File: src/rtl/riscv_alu_mc.sv
// rtl/riscv_alu_mc.sv - multi-cycle RV32I/RV32M execute ALU with serial shifter and valid/ready handshakes
// Optional iterative MUL/DIV datapath is built only when RISCV_ALU_MULDIV_EN is defined.
module riscv_alu_mc #(
    parameter int XLEN       = 32,
    parameter int SHIFT_STEP = 4
) (
    input  logic            clk,
    input  logic            rst_n,
    input  logic            flush,
    input  logic            in_valid,
    output logic            in_ready,
    input  logic [4:0]      op,
    input  logic [XLEN-1:0] a,
    input  logic [XLEN-1:0] b,
    output logic            out_valid,
    input  logic            out_ready,
    output logic [XLEN-1:0] result,
    output logic            zero,
    output logic            illegal
);
    localparam int SW = $clog2(XLEN);
    localparam logic [SW:0]   STEP_W = (SW+1)'(SHIFT_STEP);
    localparam logic [SW-1:0] STEP_N = STEP_W[SW-1:0];

    localparam logic [4:0] OP_AND  = 5'd0,  OP_OR    = 5'd1,  OP_ADD   = 5'd2,  OP_XOR  = 5'd3;
    localparam logic [4:0] OP_SLL  = 5'd4,  OP_SRL   = 5'd5,  OP_SUB   = 5'd6,  OP_SLT  = 5'd7;
    localparam logic [4:0] OP_SLTU = 5'd8,  OP_SRA   = 5'd9,  OP_PASSB = 5'd10, OP_NOR  = 5'd12;
`ifdef RISCV_ALU_MULDIV_EN
    localparam logic [4:0] OP_MUL  = 5'd16, OP_MULH  = 5'd17, OP_MULHSU = 5'd18, OP_MULHU = 5'd19;
    localparam logic [4:0] OP_DIV  = 5'd20, OP_DIVU  = 5'd21, OP_REM    = 5'd22, OP_REMU  = 5'd23;
    localparam logic [XLEN-1:0] MINV = {1'b1, {(XLEN-1){1'b0}}};
    localparam int CW = $clog2(XLEN + 2);

    typedef enum logic [1:0] {IDLE, SHIFT, MULDIV, DONE} state_t;
`else
    typedef enum logic [1:0] {IDLE, SHIFT, DONE} state_t;
`endif

    state_t          state;
    logic [4:0]      op_q;
    logic [SW-1:0]   sh_rem;
    logic [SW-1:0]   step_amt;
    logic [XLEN-1:0] sh_next;
    logic [XLEN-1:0] quick;
    logic            quick_ill;
    logic            long_shift;
    logic            long_md;
    logic            accept;

    assign in_ready = (state == IDLE) || ((state == DONE) && out_ready);
    assign accept   = in_valid && in_ready && !flush;

    // Ops that finish on the accept edge, plus classification of the multi-cycle ones
    always_comb begin
        quick      = '0;
        quick_ill  = 1'b0;
        long_shift = 1'b0;
        long_md    = 1'b0;
        case (op)
            OP_AND:   quick = a & b;
            OP_OR:    quick = a | b;
            OP_ADD:   quick = a + b;
            OP_XOR:   quick = a ^ b;
            OP_SUB:   quick = a - b;
            OP_SLT:   quick = {{(XLEN-1){1'b0}}, ($signed(a) < $signed(b))};
            OP_SLTU:  quick = {{(XLEN-1){1'b0}}, (a < b)};
            OP_PASSB: quick = b;
            OP_NOR:   quick = ~(a | b);
            OP_SLL, OP_SRL, OP_SRA: begin
                quick      = a;
                long_shift = (b[SW-1:0] != '0);
            end
`ifdef RISCV_ALU_MULDIV_EN
            OP_MUL, OP_MULH, OP_MULHSU, OP_MULHU: long_md = 1'b1;
            OP_DIV, OP_REM: begin
                if (b == '0)
                    quick = (op == OP_DIV) ? '1 : a;
                else if ((a == MINV) && (b == '1))
                    quick = (op == OP_DIV) ? MINV : '0;
                else
                    long_md = 1'b1;
            end
            OP_DIVU, OP_REMU: begin
                if (b == '0)
                    quick = (op == OP_DIVU) ? '1 : a;
                else
                    long_md = 1'b1;
            end
`endif
            default:  quick_ill = 1'b1;
        endcase
    end

    // Serial shifter works in place on the result register
    always_comb begin
        if ({1'b0, sh_rem} < STEP_W)
            step_amt = sh_rem;
        else
            step_amt = STEP_N;
        case (op_q)
            OP_SLL:  sh_next = result << step_amt;
            OP_SRL:  sh_next = result >> step_amt;
            default: sh_next = $signed(result) >>> step_amt;
        endcase
    end

`ifdef RISCV_ALU_MULDIV_EN
    logic [XLEN-1:0]   md_hi, md_lo, md_aux;
    logic [CW-1:0]     md_cnt;
    logic              md_neg_q, md_neg_r, md_div, md_last;
    logic              a_sgn, b_sgn, a_neg, b_neg;
    logic [XLEN-1:0]   a_mag, b_mag, md_res;
    logic [XLEN:0]     mul_sum, div_sh, div_diff;
    logic [2*XLEN-1:0] mul_next, mul_prod;
    logic              div_ok;

    always_comb begin
        a_sgn    = (op == OP_MULH) || (op == OP_MULHSU) || (op == OP_DIV) || (op == OP_REM);
        b_sgn    = (op == OP_MULH) || (op == OP_DIV) || (op == OP_REM);
        a_neg    = a_sgn && a[XLEN-1];
        b_neg    = b_sgn && b[XLEN-1];
        a_mag    = a_neg ? -a : a;
        b_mag    = b_neg ? -b : b;
        mul_sum  = {1'b0, md_hi} + (md_lo[0] ? {1'b0, md_aux} : '0);
        mul_next = {mul_sum, md_lo[XLEN-1:1]};
        mul_prod = md_neg_q ? -mul_next : mul_next;
        div_sh   = {md_hi, md_lo[XLEN-1]};
        div_diff = div_sh - {1'b0, md_aux};
        div_ok   = !div_diff[XLEN];
        md_last  = (state == MULDIV) && (md_cnt == CW'(1));
        case (op_q)
            OP_MUL:                       md_res = mul_prod[XLEN-1:0];
            OP_MULH, OP_MULHSU, OP_MULHU: md_res = mul_prod[2*XLEN-1:XLEN];
            OP_DIV, OP_DIVU:              md_res = md_neg_q ? -md_lo : md_lo;
            default:                      md_res = md_neg_r ? -md_hi : md_hi;
        endcase
    end

    // Magnitudes are iterated; the sign fix-up happens when the result is taken
    always_ff @(posedge clk or negedge rst_n) begin
        if (!rst_n) begin
            md_hi    <= '0;
            md_lo    <= '0;
            md_aux   <= '0;
            md_cnt   <= '0;
            md_neg_q <= 1'b0;
            md_neg_r <= 1'b0;
            md_div   <= 1'b0;
        end else if (flush) begin
            md_cnt <= '0;
        end else if (accept && long_md) begin
            md_hi    <= '0;
            md_div   <= op[2];
            md_neg_q <= a_neg ^ b_neg;
            md_neg_r <= a_neg;
            if (op[2]) begin
                md_lo  <= a_mag;
                md_aux <= b_mag;
                md_cnt <= CW'(XLEN + 1);
            end else begin
                md_lo  <= b_mag;
                md_aux <= a_mag;
                md_cnt <= CW'(XLEN);
            end
        end else if (state == MULDIV) begin
            md_cnt <= md_cnt - 1'b1;
            if (!md_div) begin
                {md_hi, md_lo} <= mul_next;
            end else if (md_cnt != CW'(1)) begin
                md_hi <= div_ok ? div_diff[XLEN-1:0] : div_sh[XLEN-1:0];
                md_lo <= {md_lo[XLEN-2:0], div_ok};
            end
        end
    end
`endif

    always_ff @(posedge clk or negedge rst_n) begin
        if (!rst_n) begin
            state     <= IDLE;
            out_valid <= 1'b0;
            result    <= '0;
            zero      <= 1'b1;
            illegal   <= 1'b0;
            op_q      <= '0;
            sh_rem    <= '0;
        end else if (flush) begin
            state     <= IDLE;
            out_valid <= 1'b0;
            sh_rem    <= '0;
        end else if (accept) begin
            op_q    <= op;
            illegal <= quick_ill;
            if (long_shift) begin
                state     <= SHIFT;
                out_valid <= 1'b0;
                result    <= a;
                sh_rem    <= b[SW-1:0];
            end
`ifdef RISCV_ALU_MULDIV_EN
            else if (long_md) begin
                state     <= MULDIV;
                out_valid <= 1'b0;
            end
`endif
            else begin
                state     <= DONE;
                out_valid <= 1'b1;
                result    <= quick;
                zero      <= (quick == '0);
            end
        end else begin
            case (state)
                SHIFT: begin
                    result <= sh_next;
                    sh_rem <= sh_rem - step_amt;
                    if (sh_rem == step_amt) begin
                        state     <= DONE;
                        out_valid <= 1'b1;
                        zero      <= (sh_next == '0);
                    end
                end
`ifdef RISCV_ALU_MULDIV_EN
                MULDIV: if (md_last) begin
                    state     <= DONE;
                    out_valid <= 1'b1;
                    result    <= md_res;
                    zero      <= (md_res == '0);
                end
`endif
                DONE: if (out_ready) begin
                    state     <= IDLE;
                    out_valid <= 1'b0;
                end
                default: ;
            endcase
        end
    end
endmodule

File: config.mk
export PLATFORM = sky130hd
export DESIGN_NAME = riscv_alu_mc
export DESIGN_NICKNAME = d
export VERILOG_FILES = /design/src/rtl/riscv_alu_mc.sv
export SDC_FILE = /design/constraint.sdc
export NUM_CORES = 1
export LEC_CHECK = 0
export CORE_ASPECT_RATIO = 2
export CORE_MARGIN = 2
export CORE_UTILIZATION = 54
export CTS_CLUSTER_DIAMETER = 100
export DETAILED_ROUTE_END_ITERATION = 16
export DONT_BUFFER_PORTS = 1
export PLACE_DENSITY = 0.78
export SETUP_SLACK_MARGIN = 0.1
export SLEW_MARGIN = 0
export SYNTH_ARGS = -nofsm -noshare
export SYNTH_HDL_FRONTEND = slang
export SYNTH_SLANG_ARGS = --single-unit
File: constraint.sdc
create_clock -name clk -period 3.5 [get_ports clk]
set_input_delay 0.875 -clock clk [delete_from_list [all_inputs] [get_ports clk]]
set_output_delay 0.875 -clock clk [all_outputs]
set_load 0.05 [all_outputs]
---- After elaboration in Yosys (flattened, before gate mapping) ----
Index checks and enable logic that the tools add are counted.
W data, S select, Z words.
operators by class
  mux-type cells .......................... 28
  add/subtract/negate cells ............... 3
  bitwise operators ....................... 5
  shift operators ......................... 3
  magnitude comparators ................... 3
  reduce and logical (&&, ||, !) cells .... 21
  equality and inequality tests ........... 20
operators by type and width
  operator              count
  $pmux W32 S10         1
  $mux W32              3
  $logic_not A32 Y1     2
  $lt A32 B32 Y1        2
  $pmux W32 S2          1
  $add A32 B32 Y32      1
  $and A32 B32 Y32      1
  $not A32 Y32          1
  $or A32 B32 Y32       1
  $shl A32 B5 Y32       1
  $shr A32 B5 Y32       1
  $sshr A32 B5 Y32      1
  $sub A32 B32 Y32      1
  $xor A32 B32 Y32      1
  $eq A5 B3 Y1 const B  6
  $mux W5               5
  $eq A5 B4 Y1 const B  4
  $reduce_or A12 Y1     1
  $mux W1               11
  $eq A5 B2 Y1 const B  2
  $mux W2               5
  $ne A4 B4 Y1 const B  2
  $reduce_and A2 Y1     3
  $eq A5 B1 Y1 const B  1
  other kinds (22)      25
word-level totals
  output and inout bits ................... 36
  logic and storage cells ................. 90
  bits of input ports ..................... 74
  bits in registers ....................... 47

---- Depth between registers and ports, before layout ----
  depth after elaboration ................. 8
  mapped depth ............................ 15
  depth with buffers taken out ............ 15

---- Worst setup path before layout ----
Ideal clock, no wire load.
  kind .................................... input -> register
  start ................................... input port a[0]
  end ..................................... register zero
  cell stages on the path ................. 14
  path slack .............................. -0.823 ns
  library setup time ...................... 0.097 ns
  required time ........................... 3.403 ns
  arrival time ............................ 4.226 ns
  path buffers ............................ 0
  cells stage by stage .................... inv_1 ha_1 inv_1 fa_1 nor2b_1 o311ai_1 a211oi_4 o31ai_2 o21ai_1 a221oi_1 o21bai_1 or4_1 or3_1 o41ai_2
on the way
  cells in the longest elaborated chain, start to end .. 6
  elaborated cells between the ends (all ways) .. 12
  those cells by class .................... add/sub: 2; order compare: 2; mux: 3; bitwise: 4; reduce/logical: 1
ends and longest elaborated chain
  item                                                                      line  text
  start: declaration                                                        13    input logic [XLEN-1:0] a,
  parallel branches: the longest is 2 deep, another holds $sub A32 B32 Y32  --
  $pmux W32 S10 *                                                           59    case (op)
  $logic_not A32 Y1 *                                                       209   zero <= (quick == '0);
  $mux W1 *                                                                 193   if (long_shift) begin
  $mux W1 *                                                                 190   end else if (accept) begin
  end signal: assignment                                                    209
  end signal: assignment                                                    219   zero <= (sh_next == '0);
  end: declaration                                                          18    output logic zero,
Mark *: on every way between the ends. The select of a mux whose other input is x is not followed.
A chain may end at the register's enable or synchronous reset.

---- Worst setup path in the final report ----
  start ................................... input port op[0]
  end ..................................... register zero
on the way
  cells in the longest elaborated chain, start to end .. 6
  elaborated cells between the ends (all ways) .. 20
  those cells by class .................... eq/ne: 12; mux: 4; reduce/logical: 4
ends and longest elaborated chain
  item                                          line  text
  start: declaration                            12    input logic [4:0] op,
  $eq A5 B3 Y1 or $eq A5 B4 Y1 (tied branches)  59
  $reduce_or A3 Y1                              59
  $pmux W32 S10                                 59
  $logic_not A32 Y1                             209
  $mux W1                                       193
  $mux W1                                       190
Parallel ways exist; a longest one is shown, timed or not. The select of a mux whose other input is x is not followed.

==> flow_summary.toml <==
[drt]
via_count = 14890
drc = 0
wl_per_cell_um = 25.13
ant_nets = 0
avgViaCountPerCell = 6.911
routed_wl_um = 54140
dr.first_iter.drc_count = 1791
drtPass1Iterations = 7

[floorplan]
core_area_um2 = 19820
rows = 73
ios = 110
start_util = 0.5500
die_area_um2 = 21410
die_x_um = 104.5
die_h_um = 204.9

[setup_path]
startpoint_type = "input pin"
r2r-end = "zero$_DFFE_PN1P_"
crit_end = "zero$_DFFE_PN1P_"
path_cells = "or3b_2 -> buf_4 -> nor3_1 -> mux2_2 -> a2111oi_0 -> o31ai_2 -> a21oi_1 -> nor3_4 -> nor4_2 -> nand4_1 -> or3_4 -> o41ai_2"
critPathMaxFanout = 25
worst_ep_required_time_ns = 3.71
end_kind = "flop"
cp-startpoint = "op[0]"
path_buf_inv = 1
worst_ep_arrival_time_ns = 4.49
cp_num_cells = 12
r2r_cells = 12
worstSetupPathType = "in -> reg"
cpPeakStageDelay_ns = 0.81
crit_family = "compound AO/OA/AOI/OAI gates"
cp_slowest_cell = "a2111oi_0"
regToRegStartpoint = "sh_rem[4]$_DFFE_PN0P_"
rrSetupSlack_ns = -0.01

[placed_design]
place_congestion = 1.095
pre_cts_ws_ns = -1.122
place_area_um2 = 13750
io_buffers = 0
dp_hpwl_um = 40790

[timing]
slew_viol_final = 0
finalSetupViolCount = 11
rsz0062_at_grt = "true"
slew_headroom = 0.2839
worst_slack_ns = -0.7821
finalHoldViolCount = 0
min_period_ns = 4.282
worst_clock_skew_ns = 0.004153
tightest_slew_ns = 1.065
max_freq_mhz = 233.5
finalCritPeriodShare = 1.223

[cells_and_area]
num_antenna_cells = 0
final_net_count = 2071
area_delta_synth_final_pct = 37.29
layout-drive-gt1-share = 0.2992
final_area_um2 = 14970

[logic_synthesis]
ys_warn_count = 0
yosys-top-cells-count = "nor2_1 (184), nand2_1 (175), a21oi_1 (125)"
syn_area_per_cell_um2 = 6.754
synth_top_area_frac = 0.1194
synth.most_common_cell = "nor2_1"
ys.flop_type = "dfrtp_1"
synth_seq_area_share = 0.1057
yosysUniqueCellTypes = 92
syn-cell-area_um2 = 10900
yosys.area.top_type = "ha_1"
netlist_instances = 1614
synth_nets = 1794
synth.top_cells.by_area = "ha_1 (12%), dfrtp_1 (10%), nor2_1 (6.3%), nand2_1 (6.0%), a21oi_1 (5.7%)"
synth_edf_count = 0
async_flop_share = 1.000
ys_ff_latch = 46

[power]
total_leakage_power_nw = 6.726
ir_worst_vdd_v = 0.0003954
powerDensity_nw_per_um2 = 426.5

[grt]
grt_pass1_wl_um = 81020
grt_pass1_vias = 14800
grt_max_degree = 65
grt_usage = 0.4872
grt_antenna_before_repair = 0
gr-total-overflow = 0

[clocking]
cts_buffers = 5
cts_tree = "yes"
clk_pin_slew_ns = 0.07
ctsHoldBuffers = 0
root_buffer = "clkbuf_16"
cts_buffer_depth = 2
ctsHtreeMaxLevel = 2
clkSinkCount = 46
clock_latency_ns = 0.30

[job]
max-cap-violations = 0

[outcome]
failed_checks = "setup timing"
status = "finished, violations left"

[min_path]
hp-class = "in -> async"
-- how the worst min path moves through the flow --
| stage | from | end | slack [ns] | cells past startpoint |
|---|---|---|---|---|
| 2_1_floorplan | op_q[2]$_DFFE_PN0P_ | op_q[2]$_DFFE_PN0P_ | 0.47 | 1 |
| 3_3_place_gp | op_q[2]$_DFFE_PN0P_ | op_q[2]$_DFFE_PN0P_ | 0.48 | 1 |
| 3_5_place_dp | op_q[2]$_DFFE_PN0P_ | op_q[2]$_DFFE_PN0P_ | 0.50 | 1 |
| 4_1_cts | rst_n | sh_rem[3]$_DFFE_PN0P_ | 0.26 | 0 |
| 5_1_grt | rst_n | sh_rem[3]$_DFFE_PN0P_ | 0.26 | 0 |
| 6_report | rst_n | sh_rem[3]$_DFFE_PN0P_ | 0.26 | 0 |
-- layout by cell type (no fill, tap or decap), types with 8 or more instances in the layout --
cell	netlist	routed
ha_4	0	10
a21oi_2	0	11
a21oi_1	125	113
ha_1	104	88
o21ai_1	2	22
nand2_1	175	173
nand4_1	17	17
nor2_1	184	178
a21o_1	18	18
buf_4	0	364
a222oi_1	17	17
a221oi_1	22	17
dfrtp_1	45	45
a211oi_1	32	23
mux2_2	14	14
buf_6	2	16
inv_1	102	90
nor4_1	26	20
and2_1	11	11
nand2b_1	16	14
a31oi_1	13	11
buf_12	0	10
o211ai_1	28	28
a211o_1	9	9
nor3_1	53	45
a22oi_1	13	13
nor2b_1	16	12
or3_1	19	17
o21a_1	11	11
o21ai_0	118	94
mux2i_1	48	48
o21bai_1	19	18
and3_1	13	13
nand3_1	24	24
nor4b_1	10	8
o31ai_1	35	29
-- metal layers --
metal / wire (µm) / up-vias / track usage
li1: - / 6522 / -
met1: 16740 / 6901 / 0.4493
met3: 4954 / 447 / 0.1254
met4: 6707 / 0 / 0.4976
met5: 0 / - / 0
met2: 25740 / 1016 / 0.8406
-- final cells by class --
class | instances | area (µm²)
clock inverter | 2 | 37.54
fill | 1558 | 4853
sequential | 46 | 1152
tap | 262 | 327.8
inverter | 102 | 419.2
timing repair buffer | 390 | 3113
multi-input combinational | 1346 | 9788
clock buffer | 6 | 128.9
-- state kept, by name (all words and copies together), names as in the netlist --
name / flops
result: 32
op_q: 5
sh_rem: 5
illegal: 1
out_valid: 1
state: 1
zero: 1
-- where the power goes --
group          switching, mW  internal (mW)
clock network          0.237          0.338
registers              0.961          0.706
logic                   2.38           1.76
-- what timing repair did --
item,4_1_cts,5_1_grt
pin swaps,34,45
endpoints found under the setup margin,18,24
resized for setup,93,91
buffers inserted,19,18
-- metrics by stage --
stage / util / hold slack (ns) / std cells / setup TNS [ns] / total power, mW
2_1_floorplan: - / 0.4708 / 1614 / -1.364 / 3.795
3_3_place_gp: 0.6935 / 0.4810 / 2119 / -9.647 / 5.246
3_5_place_dp: 0.6935 / 0.5030 / 2119 / -10.83 / 5.330
4_1_cts: 0.7308 / 0.2598 / 2142 / -2.697 / 6.050
5_1_grt: 0.7551 / 0.2565 / 2154 / -3.360 / 6.683
6_report: 0.7551 / 0.2573 / 2154 / -2.119 / 6.384
-- logic make-up after synthesis --
logic type | count (synthesis) | synth area share
AO/OA/AOI/OAI | 552 | 0.3450
XOR/XNOR | 10 | 0.008034
adder cells (fa/ha/maj) | 106 | 0.1230
buffers and inverters | 222 | 0.07839
flip-flops | 46 | 0.1057
multiplexers | 69 | 0.07299
other | 2 | 0.0006889
AND/OR/NAND/NOR | 607 | 0.2662
Note: power is estimated with default switching activity, not from simulation.
